**src/rtl/vga_fetch_pkg.sv**
```systemverilog
// Shared types and constants for the VGA framebuffer fetcher.
// The optional 4 KiB burst splitting is enabled with VGA_FETCH_4K_SPLIT_EN.
package vga_fetch_pkg;

    typedef enum logic [1:0] {
        IDLE = 2'd0,
        ADDR = 2'd1,
        DATA = 2'd2
    } fetch_state_t;

    localparam logic [1:0] AXI_BURST_INCR = 2'b01;
    localparam logic [1:0] RESP_OKAY      = 2'b00;

    // AXI size encoding: log2 of the number of bytes in one data beat.
    function automatic logic [2:0] size_enc(input int unsigned data_width);
        int unsigned bytes;
        logic [2:0]  enc;
        bytes = data_width / 8;
        enc   = 3'd0;
        for (int i = 0; i < 8; i++) begin
            if ((32'd1 << i) == bytes) begin
                enc = 3'(i);
            end
        end
        return enc;
    endfunction

endpackage

```
**src/rtl/vga_fetch_skid_buffer.sv**
```systemverilog
// Two-entry valid/ready register slice between the AXI R channel and the
// pixel stream. Output valid and data come straight from registers.
module vga_fetch_skid_buffer
    import vga_fetch_pkg::*;
#(
    parameter int unsigned DataWidth = 64
) (
    input  logic                 clk_i,
    input  logic                 rst_i,
    input  logic                 in_valid,
    output logic                 in_ready,
    input  logic [DataWidth-1:0] in_data,
    output logic                 out_valid,
    input  logic                 out_ready,
    output logic [DataWidth-1:0] out_data
);

    logic [DataWidth-1:0] mem [2];
    logic                 wr_ptr;
    logic                 rd_ptr;
    logic [1:0]           count;
    logic                 push;
    logic                 pop;

    assign in_ready  = (count != 2'd2);
    assign out_valid = (count != 2'd0);
    assign out_data  = mem[rd_ptr];
    assign push      = in_valid && in_ready;
    assign pop       = out_valid && out_ready;

    // Store accepted words in arrival order and track occupancy.
    always_ff @(posedge clk_i or posedge rst_i) begin
        if (rst_i) begin
            mem[0] <= '0;
            mem[1] <= '0;
            wr_ptr <= 1'b0;
            rd_ptr <= 1'b0;
            count  <= 2'd0;
        end else begin
            if (push) begin
                mem[wr_ptr] <= in_data;
                wr_ptr      <= ~wr_ptr;
            end
            if (pop) begin
                rd_ptr <= ~rd_ptr;
            end
            case ({push, pop})
                2'b10:   count <= count + 2'd1;
                2'b01:   count <= count - 2'd1;
                default: count <= count;
            endcase
        end
    end

endmodule

```
**src/rtl/vga_frame_fetcher.sv**
```systemverilog
// AXI4 read master that fetches a framebuffer in INCR bursts, one burst in
// flight at a time, and forwards the words through a two-entry skid buffer.
// Define VGA_FETCH_4K_SPLIT_EN to keep bursts inside 4 KiB pages.
module vga_frame_fetcher
    import vga_fetch_pkg::*;
#(
    parameter int unsigned AddrWidth  = 64,
    parameter int unsigned DataWidth  = 64,
    parameter int unsigned FrameWidth = 32
) (
    input  logic                  clk_i,
    input  logic                  rst_i,
    input  logic                  enable_i,
    input  logic [AddrWidth-1:0]  start_addr_i,
    input  logic [FrameWidth-1:0] frame_size_i,
    input  logic [7:0]            burst_len_i,
    output logic                  ar_valid_o,
    input  logic                  ar_ready_i,
    output logic [AddrWidth-1:0]  ar_addr_o,
    output logic [7:0]            ar_len_o,
    output logic [2:0]            ar_size_o,
    output logic [1:0]            ar_burst_o,
    input  logic                  r_valid_i,
    output logic                  r_ready_o,
    input  logic [DataWidth-1:0]  r_data_i,
    input  logic                  r_last_i,
    input  logic [1:0]            r_resp_i,
    output logic                  m_valid_o,
    input  logic                  m_ready_i,
    output logic [DataWidth-1:0]  m_data_o,
    output logic                  frame_done_o,
    output logic                  err_o
);

    localparam int unsigned    BeatBytes = DataWidth / 8;
    localparam logic [2:0]     BeatSize  = size_enc(DataWidth);
    localparam logic [AddrWidth-1:0] AddrStep = AddrWidth'(BeatBytes);

    fetch_state_t          state;
    logic [AddrWidth-1:0]  cur_addr;
    logic [FrameWidth-1:0] remaining;
    logic [7:0]            burst_cfg;
    logic [8:0]            beats_left;

    logic [AddrWidth-1:0]  next_addr;
    logic [FrameWidth-1:0] next_rem;
    logic [12:0]           start_room;
    logic [12:0]           next_room;
    logic [8:0]            start_beats;
    logic [8:0]            next_beats;
    logic [8:0]            start_len;
    logic [8:0]            next_len;
    logic                  skid_ready;
    logic                  r_fire;
    logic                  unused_last;

    // Beats in the next burst: configured length, clipped to what is left of
    // the frame and to the room left in the current page.
    function automatic logic [8:0] calc_beats(input logic [FrameWidth-1:0] rem,
                                              input logic [7:0]            blen,
                                              input logic [12:0]           room);
        logic [8:0] beats;
        beats = {1'b0, blen} + 9'd1;
        if (rem < FrameWidth'(beats)) begin
            beats = rem[8:0];
        end
        if (room < {4'b0000, beats}) begin
            beats = room[8:0];
        end
        return beats;
    endfunction

`ifdef VGA_FETCH_4K_SPLIT_EN
    // Beats that fit between an aligned address and the next 4 KiB boundary.
    function automatic logic [12:0] page_room(input logic [AddrWidth-1:0] addr);
        return (13'd4096 - {1'b0, addr[11:0]}) >> BeatSize;
    endfunction

    assign start_room = page_room(start_addr_i);
    assign next_room  = page_room(next_addr);
`else
    assign start_room = 13'd4096;
    assign next_room  = 13'd4096;
`endif

    assign next_addr   = cur_addr + AddrStep;
    assign next_rem    = remaining - FrameWidth'(1);
    assign start_beats = calc_beats(frame_size_i, burst_len_i, start_room);
    assign next_beats  = calc_beats(next_rem, burst_cfg, next_room);
    assign start_len   = start_beats - 9'd1;
    assign next_len    = next_beats - 9'd1;

    assign r_fire      = r_valid_i && r_ready_o;
    assign r_ready_o   = (state == DATA) && skid_ready;
    assign ar_addr_o   = cur_addr;
    assign ar_size_o   = BeatSize;
    assign ar_burst_o  = AXI_BURST_INCR;
    assign unused_last = r_last_i;

    // Fetch sequencing: latch config at frame start, issue one burst, count
    // its beats back, then either issue the next burst, restart or stop.
    always_ff @(posedge clk_i or posedge rst_i) begin
        if (rst_i) begin
            state        <= IDLE;
            cur_addr     <= '0;
            remaining    <= '0;
            burst_cfg    <= '0;
            beats_left   <= '0;
            ar_valid_o   <= 1'b0;
            ar_len_o     <= '0;
            frame_done_o <= 1'b0;
            err_o        <= 1'b0;
        end else begin
            frame_done_o <= 1'b0;

            if (r_fire && (r_resp_i != RESP_OKAY)) begin
                err_o <= 1'b1;
            end else if ((state == IDLE) && !enable_i) begin
                err_o <= 1'b0;
            end

            case (state)
                IDLE: begin
                    if (enable_i && (frame_size_i != '0)) begin
                        cur_addr   <= start_addr_i;
                        remaining  <= frame_size_i;
                        burst_cfg  <= burst_len_i;
                        ar_len_o   <= start_len[7:0];
                        ar_valid_o <= 1'b1;
                        state      <= ADDR;
                    end
                end
                ADDR: begin
                    if (ar_ready_i) begin
                        ar_valid_o <= 1'b0;
                        beats_left <= {1'b0, ar_len_o} + 9'd1;
                        state      <= DATA;
                    end
                end
                DATA: begin
                    if (r_fire) begin
                        cur_addr   <= next_addr;
                        remaining  <= next_rem;
                        beats_left <= beats_left - 9'd1;
                        if (beats_left == 9'd1) begin
                            if (next_rem == '0) begin
                                frame_done_o <= 1'b1;
                                if (enable_i && (frame_size_i != '0)) begin
                                    cur_addr   <= start_addr_i;
                                    remaining  <= frame_size_i;
                                    burst_cfg  <= burst_len_i;
                                    ar_len_o   <= start_len[7:0];
                                    ar_valid_o <= 1'b1;
                                    state      <= ADDR;
                                end else begin
                                    state <= IDLE;
                                end
                            end else if (enable_i) begin
                                ar_len_o   <= next_len[7:0];
                                ar_valid_o <= 1'b1;
                                state      <= ADDR;
                            end else begin
                                state <= IDLE;
                            end
                        end
                    end
                end
                default: begin
                    state <= IDLE;
                end
            endcase
        end
    end

    vga_fetch_skid_buffer #(
        .DataWidth(DataWidth)
    ) u_skid (
        .clk_i    (clk_i),
        .rst_i    (rst_i),
        .in_valid (r_valid_i && (state == DATA)),
        .in_ready (skid_ready),
        .in_data  (r_data_i),
        .out_valid(m_valid_o),
        .out_ready(m_ready_i),
        .out_data (m_data_o)
    );

endmodule

```
**config.mk**
```make
export PLATFORM = sky130hd
export DESIGN_NAME = vga_frame_fetcher
export DESIGN_NICKNAME = d
export VERILOG_FILES = /design/src/rtl/vga_fetch_pkg.sv /design/src/rtl/vga_fetch_skid_buffer.sv /design/src/rtl/vga_frame_fetcher.sv
export SDC_FILE = /design/constraint.sdc
export NUM_CORES = 1
export LEC_CHECK = 0
export BUFFER_PORTS_ARGS = -buffer_cell sky130_fd_sc_hd__clkbuf_2
export CAP_MARGIN = 20
export CELL_PAD_IN_SITES_DETAIL_PLACEMENT = 1
export CELL_PAD_IN_SITES_GLOBAL_PLACEMENT = 1
export CORE_MARGIN = 2
export CORE_UTILIZATION = 40
export CTS_CLUSTER_SIZE = 25
export DETAILED_ROUTE_END_ITERATION = 10
export GPL_ROUTABILITY_DRIVEN = 0
export PLACE_DENSITY = 0.79
export SETUP_SLACK_MARGIN = 0.5
export SLEW_MARGIN = 10
export SYNTH_ARGS = -nofsm -noshare
export SYNTH_HDL_FRONTEND = slang
export SYNTH_SLANG_ARGS = --single-unit
export TNS_END_PERCENT = 10
```
**constraint.sdc**
```tcl
create_clock -name clk_i -period 10.3 [get_ports clk_i]
set_input_delay 1.545 -clock clk_i [delete_from_list [all_inputs] [get_ports clk_i]]
set_output_delay 1.545 -clock clk_i [all_outputs]
set_load 0.05 [all_outputs]
```
# Word level (Yosys, flattened, before mapping)
# Index checks and enable logic that the tools add are counted.
# totals
register_bits,258
mem_bits_ro,0
latch_bits,0
ram_bits,0
output_inout_bits,146
wordCells,131
mem_count,0
inputBits,177
# classes
n_reduce_logical,26
n_div,0
n_addsub,10
mul,0
n_lt_le_gt_ge,7
bitwise,4
muxes,58
shifts,0
n_eq_ne,12
# ops
cell,n
64-bit 2-to-1 mux,9
32-bit 2-to-1 mux,5
128-bit bitwise mux,1
64-bit case mux with 2 select lines,1
8-bit 2-to-1 mux,11
"64-bit by 4-bit adder with 64-bit output, second input constant",1
64-bit demux with 1-bit select,1
32-bit by 9-bit < comparator with 1-bit output,2
32-bit case mux with 2 select lines,1
9-bit 2-to-1 mux,4
32-bit zero test,1
8-bit case mux with 2 select lines,2
32-bit nonzero test,1
"32-bit by 1-bit subtractor with 32-bit output, second input constant",1
"8-bit by 1-bit adder with 9-bit output, second input constant",3
"13-bit by 9-bit < comparator with 1-bit output, first input constant",2
9-bit case mux with 2 select lines,1
"8-bit by 1-bit subtractor with 8-bit output, second input constant",2
1-bit 2-to-1 mux,14
4-bit AND reduction,3
2-bit nonzero test,6
2-bit 2-to-1 mux,5
"9-bit by 1-bit equality test with 1-bit output, second input constant",1
1-bit logical AND,9
other kinds (20),30

# Logic depth before layout (Yosys ltp)
# logic_depth
ltp_word,11
depth_mapped,23

# Hierarchy
# Synthesis repeated with hierarchy kept, for this count alone.
# unflattened
cells_unflattened,1606
area_unflattened_um2,15666.3
# by_module_without_submodules
module,area_per_inst_um2,seq_area_each_um2,instances,cells_per_inst
vga_frame_fetcher,9472.8,3153.0,1,1247
vga_fetch_skid_buffer,6193.4,3303.2,1,359

# Worst setup path after synthesis
# OpenSTA, ideal clock, no wires.
# synth_timing
path_type,input port to flip-flop
startpoint,input port burst_len_i[3]
endpoint,register ar_len_o[4]
setup_ns,0.135
n_path_buf,1
setup_slack_ns,5.853
path_stages,17
t_arrival_ns,4.312
path_cell_list,and3_1 nand3_1 xor2_1 ha_1 a21o_1 a21oi_1 nor2b_1 o21ai_0 nand3_1 clkbuf_1 mux2i_1 ha_1 nor3b_1 xnor2_1 nor2_1 a211oi_1 a211oi_1
# synth_via
elab_chain_cells,11
# synth_rtl
item,line_no,text
from (decl),vga_frame_fetcher.sv:16,"input logic [7:0] burst_len_i,"
8-bit by 1-bit adder with 9-bit output *,vga_frame_fetcher.sv:63,"beats = {1'b0, blen} + 9'd1;"
32-bit by 9-bit < comparator with 1-bit output,vga_frame_fetcher.sv:64,if (rem < FrameWidth'(beats)) begin
9-bit 2-to-1 mux *,vga_frame_fetcher.sv:64,
13-bit by 9-bit < comparator with 1-bit output,vga_frame_fetcher.sv:67,"if (room < {4'b0000, beats}) begin"
8-bit 2-to-1 mux *,vga_frame_fetcher.sv:67,
8-bit by 1-bit subtractor with 8-bit output *,vga_frame_fetcher.sv:90,assign start_len = start_beats - 9'd1;
8-bit 2-to-1 mux *,"vga_frame_fetcher.sv:124, vga_frame_fetcher.sv:148",
8-bit 2-to-1 mux,vga_frame_fetcher.sv:146,if (next_rem == '0) begin
8-bit 2-to-1 mux,vga_frame_fetcher.sv:145,if (beats_left == 9'd1) begin
8-bit 2-to-1 mux,vga_frame_fetcher.sv:141,if (r_fire) begin
8-bit case mux with 2 select lines *,vga_frame_fetcher.sv:122,case (state)
to (signal assigned),vga_frame_fetcher.sv:128,ar_len_o <= start_len[7:0];
to (signal assigned),vga_frame_fetcher.sv:152,ar_len_o <= start_len[7:0];
to (signal assigned),vga_frame_fetcher.sv:159,ar_len_o <= next_len[7:0];
to (decl),vga_frame_fetcher.sv:20,"output logic [7:0] ar_len_o,"
# Mark *: on every way between the ends. The rest lies on a longest branch, timed or not. The select of a mux whose other input is x is not followed.
# A chain may end at the register's enable or synchronous reset.

# Worst setup path in the final report
# layout_timing
startpoint,input port frame_size_i[9]
endpoint,register ar_len_o[4]
# layout_via
elab_chain_cells,10
# layout_rtl
item,line_no,text
from (decl),vga_frame_fetcher.sv:15,"input logic [FrameWidth-1:0] frame_size_i,"
32-bit by 9-bit < comparator with 1-bit output,vga_frame_fetcher.sv:64,
9-bit 2-to-1 mux,vga_frame_fetcher.sv:64,
13-bit by 9-bit < comparator with 1-bit output,vga_frame_fetcher.sv:67,
8-bit 2-to-1 mux,vga_frame_fetcher.sv:67,
8-bit by 1-bit subtractor with 8-bit output,vga_frame_fetcher.sv:90,
8-bit 2-to-1 mux *,"vga_frame_fetcher.sv:124, vga_frame_fetcher.sv:148",
8-bit 2-to-1 mux,vga_frame_fetcher.sv:146,
8-bit 2-to-1 mux,vga_frame_fetcher.sv:145,
8-bit 2-to-1 mux,vga_frame_fetcher.sv:141,
8-bit case mux with 2 select lines *,vga_frame_fetcher.sv:122,
# Marked as above.

==> impl_metrics.env <==
export IMPL_yosysWarnings=0
export IMPL_cts_tree="built"
export IMPL_syn_area_sq_mm=0.0149
export IMPL_tightest_slew_ns=1.09
export IMPL_nNetsFinal=2057
export IMPL_p_clk_frac=0.164
export IMPL_ir_drop_mv=0.219
export IMPL_grt_pass1_wl_um=78100
export IMPL_min_path_type="reg2reg"
export IMPL_postCtsSetupBuffers=0
export IMPL_fillers=4311
export IMPL_p_total_mw=7.05
export IMPL_crit_fanout=247
export IMPL_numCtsBuffers=30
export IMPL_synth_ff_type="dfrtp_1"
export IMPL_max_freq_mhz=175
export IMPL_grt_util_all_layers=0.249
export IMPL_synth_top_family_by_area="simple AND/OR/NAND/NOR gates"
export IMPL_synth_edf_count=0
export IMPL_r2r_cells=10
export IMPL_io_pins=323
export IMPL_clk_pin_slew_ns=0.06
export IMPL_yosysUniqueCellTypes=65
export IMPL_clock_skew_ns=0.0187
export IMPL_final_antenna_net_count=0
export IMPL_rows=70
export IMPL_power_frac_seq=0.289
export IMPL_port_buffers=316
export IMPL_dieArea_sq_mm=0.0387
export IMPL_outcome="finished clean"
export IMPL_setup_worst_path_start_class="primary input"
export IMPL_synth_seq_area_share=0.434
export IMPL_syn_avg_cell_area_sq_um=9.43
export IMPL_setup_viol=0
export IMPL_wl_per_cell_um=20.9
export IMPL_min_to="ar_addr_o[2]"
export IMPL_multi_input_area_sq_mm=0.00797
export IMPL_hold_viol_final=0
export IMPL_swShare=0.516
export IMPL_syn_inst=1577
export IMPL_fin_util=0.488
export IMPL_fp_dieH_um=197
export IMPL_drt_iter0_drc=583
export IMPL_slew_headroom=0.264
export IMPL_synthAdderAreaFrac=0.0269
export IMPL_cap_violations=0
export IMPL_maxSlewViolCount=0
export IMPL_ys_ff_latch=258
export IMPL_grt_max_degree=248
export IMPL_synthMuxAreaShare=0.156
export IMPL_arrival_ns=6.18
export IMPL_async_reset_ff_frac=1.00
export IMPL_hold_start="ar_addr_o[2]"
export IMPL_cts_resized=0
export IMPL_p_per_area_mw_per_mm2=394
export IMPL_regToRegSetupSlack_ns=5.18
export IMPL_reg2reg_from="remaining[3]"
export IMPL_chipWidth_um=197
export IMPL_antenna_found_initial=3
export IMPL_p_sw_mw=3.64
export IMPL_firstDrtPassIters=5
export IMPL_pwr_share_comb=0.548
export IMPL_min_delay_path_depth=2
export IMPL_dp_hpwl_um=33700
export IMPL_p_leak_nw=7.90
export IMPL_worst_ep_required_time_ns=10.77
export IMPL_ctsHtreeMaxLevel=1
export IMPL_core_sq_mm=0.0366
export IMPL_drcViolationCount=0
export IMPL_synth_compound_area_frac=0.138
export IMPL_grt_pass1_vias=14100
export IMPL_cts_hold_buf=0
export IMPL_totalWireLength_um=49000
export IMPL_cts_root_buf="clkbuf_16"
export IMPL_initial_core_util=0.406
export IMPL_ff_latch_area_sq_mm=0.00646
export IMPL_clk_latency_ns=0.58
export IMPL_vias_per_cell=5.71
export IMPL_setup_tns_final_ns=0
export IMPL_synth_simple_area_share=0.180
export IMPL_internal_power_mw=3.41
export IMPL_path_class="in2reg"
export IMPL_grt_setup_unrepaired="no"
export IMPL_synth_xor_area_share=0.0306
export IMPL_critPathCaptureType="flip-flop"
export IMPL_timing_rr_end="ar_len_o[4]"
export IMPL_globalRoute_totalOverflow=0
export IMPL_via_count=13400
export IMPL_cts_buffer_depth=3
export IMPL_drive_gt1_frac=0.315
export IMPL_syn_to_final_growth_pct=20.3
export IMPL_finalCritPeriodShare=0.555
export IMPL_cts_sinks=258
export IMPL_fin_crit_ns=5.71
Yosys cell counts (3+ instances only):
cell | n | area, sq um
clkbuf_1 | 77 | 289
mux2_2 | 194 | 2180
buf_1 | 7 | 26.3
o221ai_1 | 3 | 26.3
xor2_1 | 23 | 201
o31ai_1 | 4 | 30.0
o22ai_1 | 20 | 125
nand4_1 | 30 | 188
nor2b_1 | 7 | 43.8
mux2i_1 | 14 | 140
a211oi_1 | 4 | 30.0
dfrtp_1 | 258 | 6460
a31oi_1 | 7 | 43.8
or4_1 | 12 | 90.1
ha_1 | 32 | 400
or3_1 | 10 | 62.6
nand2_1 | 138 | 518
and3_1 | 36 | 225
a21oi_1 | 168 | 841
nor2_1 | 117 | 439
a41oi_1 | 8 | 70.1
o22a_1 | 10 | 87.6
and2_1 | 7 | 43.8
nor3b_1 | 4 | 30.0
or2_2 | 4 | 25.0
o211ai_1 | 9 | 67.6
a2bb2oi_1 | 3 | 26.3
xnor2_1 | 29 | 254
nand2b_1 | 15 | 93.8
o21ai_0 | 96 | 480
o21ai_1 | 3 | 15.0
a22oi_1 | 5 | 37.5
nand3b_1 | 4 | 30.0
nor4_1 | 23 | 144
nand3_1 | 100 | 500
inv_1 | 30 | 113
nor3_1 | 25 | 125
buf_4 | 5 | 37.5
critical path, cell delays in order:
cell and delay [ns]:
clkbuf_2 0.11, nor4_1 0.58, nand4_1 0.32, nor4b_1 1.01, nand2b_1 0.35, nor2_1 0.12, a31oi_4 0.17, buf_12 0.64
nand2b_1 0.88, a211oi_1 0.15, a211oi_1 0.25
state kept, by name (all words and copies together), names as in the netlist:
signal         flops
u_skid.mem       128
ar_addr_o         64
remaining         32
beats_left         9
ar_len_o           8
burst_cfg          8
state              2
u_skid.count       2
ar_valid_o         1
err_o              1
frame_done_o       1
u_skid.rd_ptr      1
u_skid.wr_ptr      1
power groups by stage:
stage          logic [mW]  clock network, mW  registers, mW
3_5_place_dp         3.84                  0           2.03
5_1_grt              4.15               1.22           2.11
2_1_floorplan        2.50                  0           2.34
3_3_place_gp         3.71                  0           1.97
4_1_cts              3.88               1.17           2.03
6_report             3.86               1.15           2.04
cell usage in the layout, fill, tap and decap left out, types with 5 or more instances in the layout:
master,synthesis,final
or4_1,12,12
and3_1,36,36
xor2_1,23,23
nor4_1,23,23
clkbuf_8,0,7
nand2b_1,15,15
buf_4,5,11
nand3_1,100,99
clkbuf_16,0,30
nor2_1,117,117
ha_1,32,32
clkbuf_2,0,316
or3_1,10,10
conb_1,2,5
nand4_1,30,30
o22a_1,10,10
o21ai_0,96,96
nand2_1,138,138
inv_1,30,29
nor3_1,25,25
o211ai_1,9,9
o22ai_1,20,20
a21oi_1,168,168
mux2i_1,14,14
mux2_2,194,194
nor2b_1,7,7
dfrtp_1,258,257
xnor2_1,29,29
a31oi_1,7,6
and2_1,7,7
a41oi_1,8,8
through the flow:
stage | setup WS [ns] | instance area (sq um) | cells | hold WS [ns]
2_1_floorplan | 1.66 | 14900 | 1580 | 0.456
3_3_place_gp | 3.91 | 16800 | 2284 | 0.472
3_5_place_dp | 3.94 | 16800 | 2284 | 0.468
4_1_cts | 4.47 | 17900 | 2340 | 0.483
5_1_grt | 4.28 | 17900 | 2341 | 0.521
6_report | 4.59 | 17900 | 2341 | 0.476
how the worst max path moves through the flow:
stage,startpoint,to,slack (ns),depth (start not counted)
6_report,frame_size_i[9],ar_len_o[4],4.59,11
3_3_place_gp,frame_size_i[9],ar_len_o[4],3.91,11
4_1_cts,frame_size_i[9],ar_len_o[4],4.47,11
3_5_place_dp,frame_size_i[9],ar_len_o[4],3.94,11
5_1_grt,frame_size_i[9],ar_len_o[4],4.28,11
2_1_floorplan,rst_i,ar_addr_o[0],1.66,1
metal layers:
layer,global-route usage,vias to the layer above,wire length [um]
met3,0.0626,83,3320
met4,0.0727,4,1390
met5,0,-,28
met2,0.430,335,23800
li1,-,6270,-
met1,0.307,6673,20400
cells by family after synthesis:
| family | count (synthesis) |
|---|---|
| AND/OR/NAND/NOR | 545 |
| buffers and inverters | 122 |
| AO/OA/AOI/OAI | 358 |
| flip-flops | 258 |
| multiplexers | 208 |
| other | 2 |
| adder cells (fa/ha/maj) | 32 |
| XOR/XNOR | 52 |
final cells by class:
cell class	instances	area share
multi-input combinational	1200	0.445
sequential	258	0.361
timing repair buffer	328	0.0942
clock buffer	41	0.0482
tap	468	0.0327
clock inverter	15	0.0115
inverter	30	0.00672
antenna	1	0.000140
(Power assumes the default switching activity.)
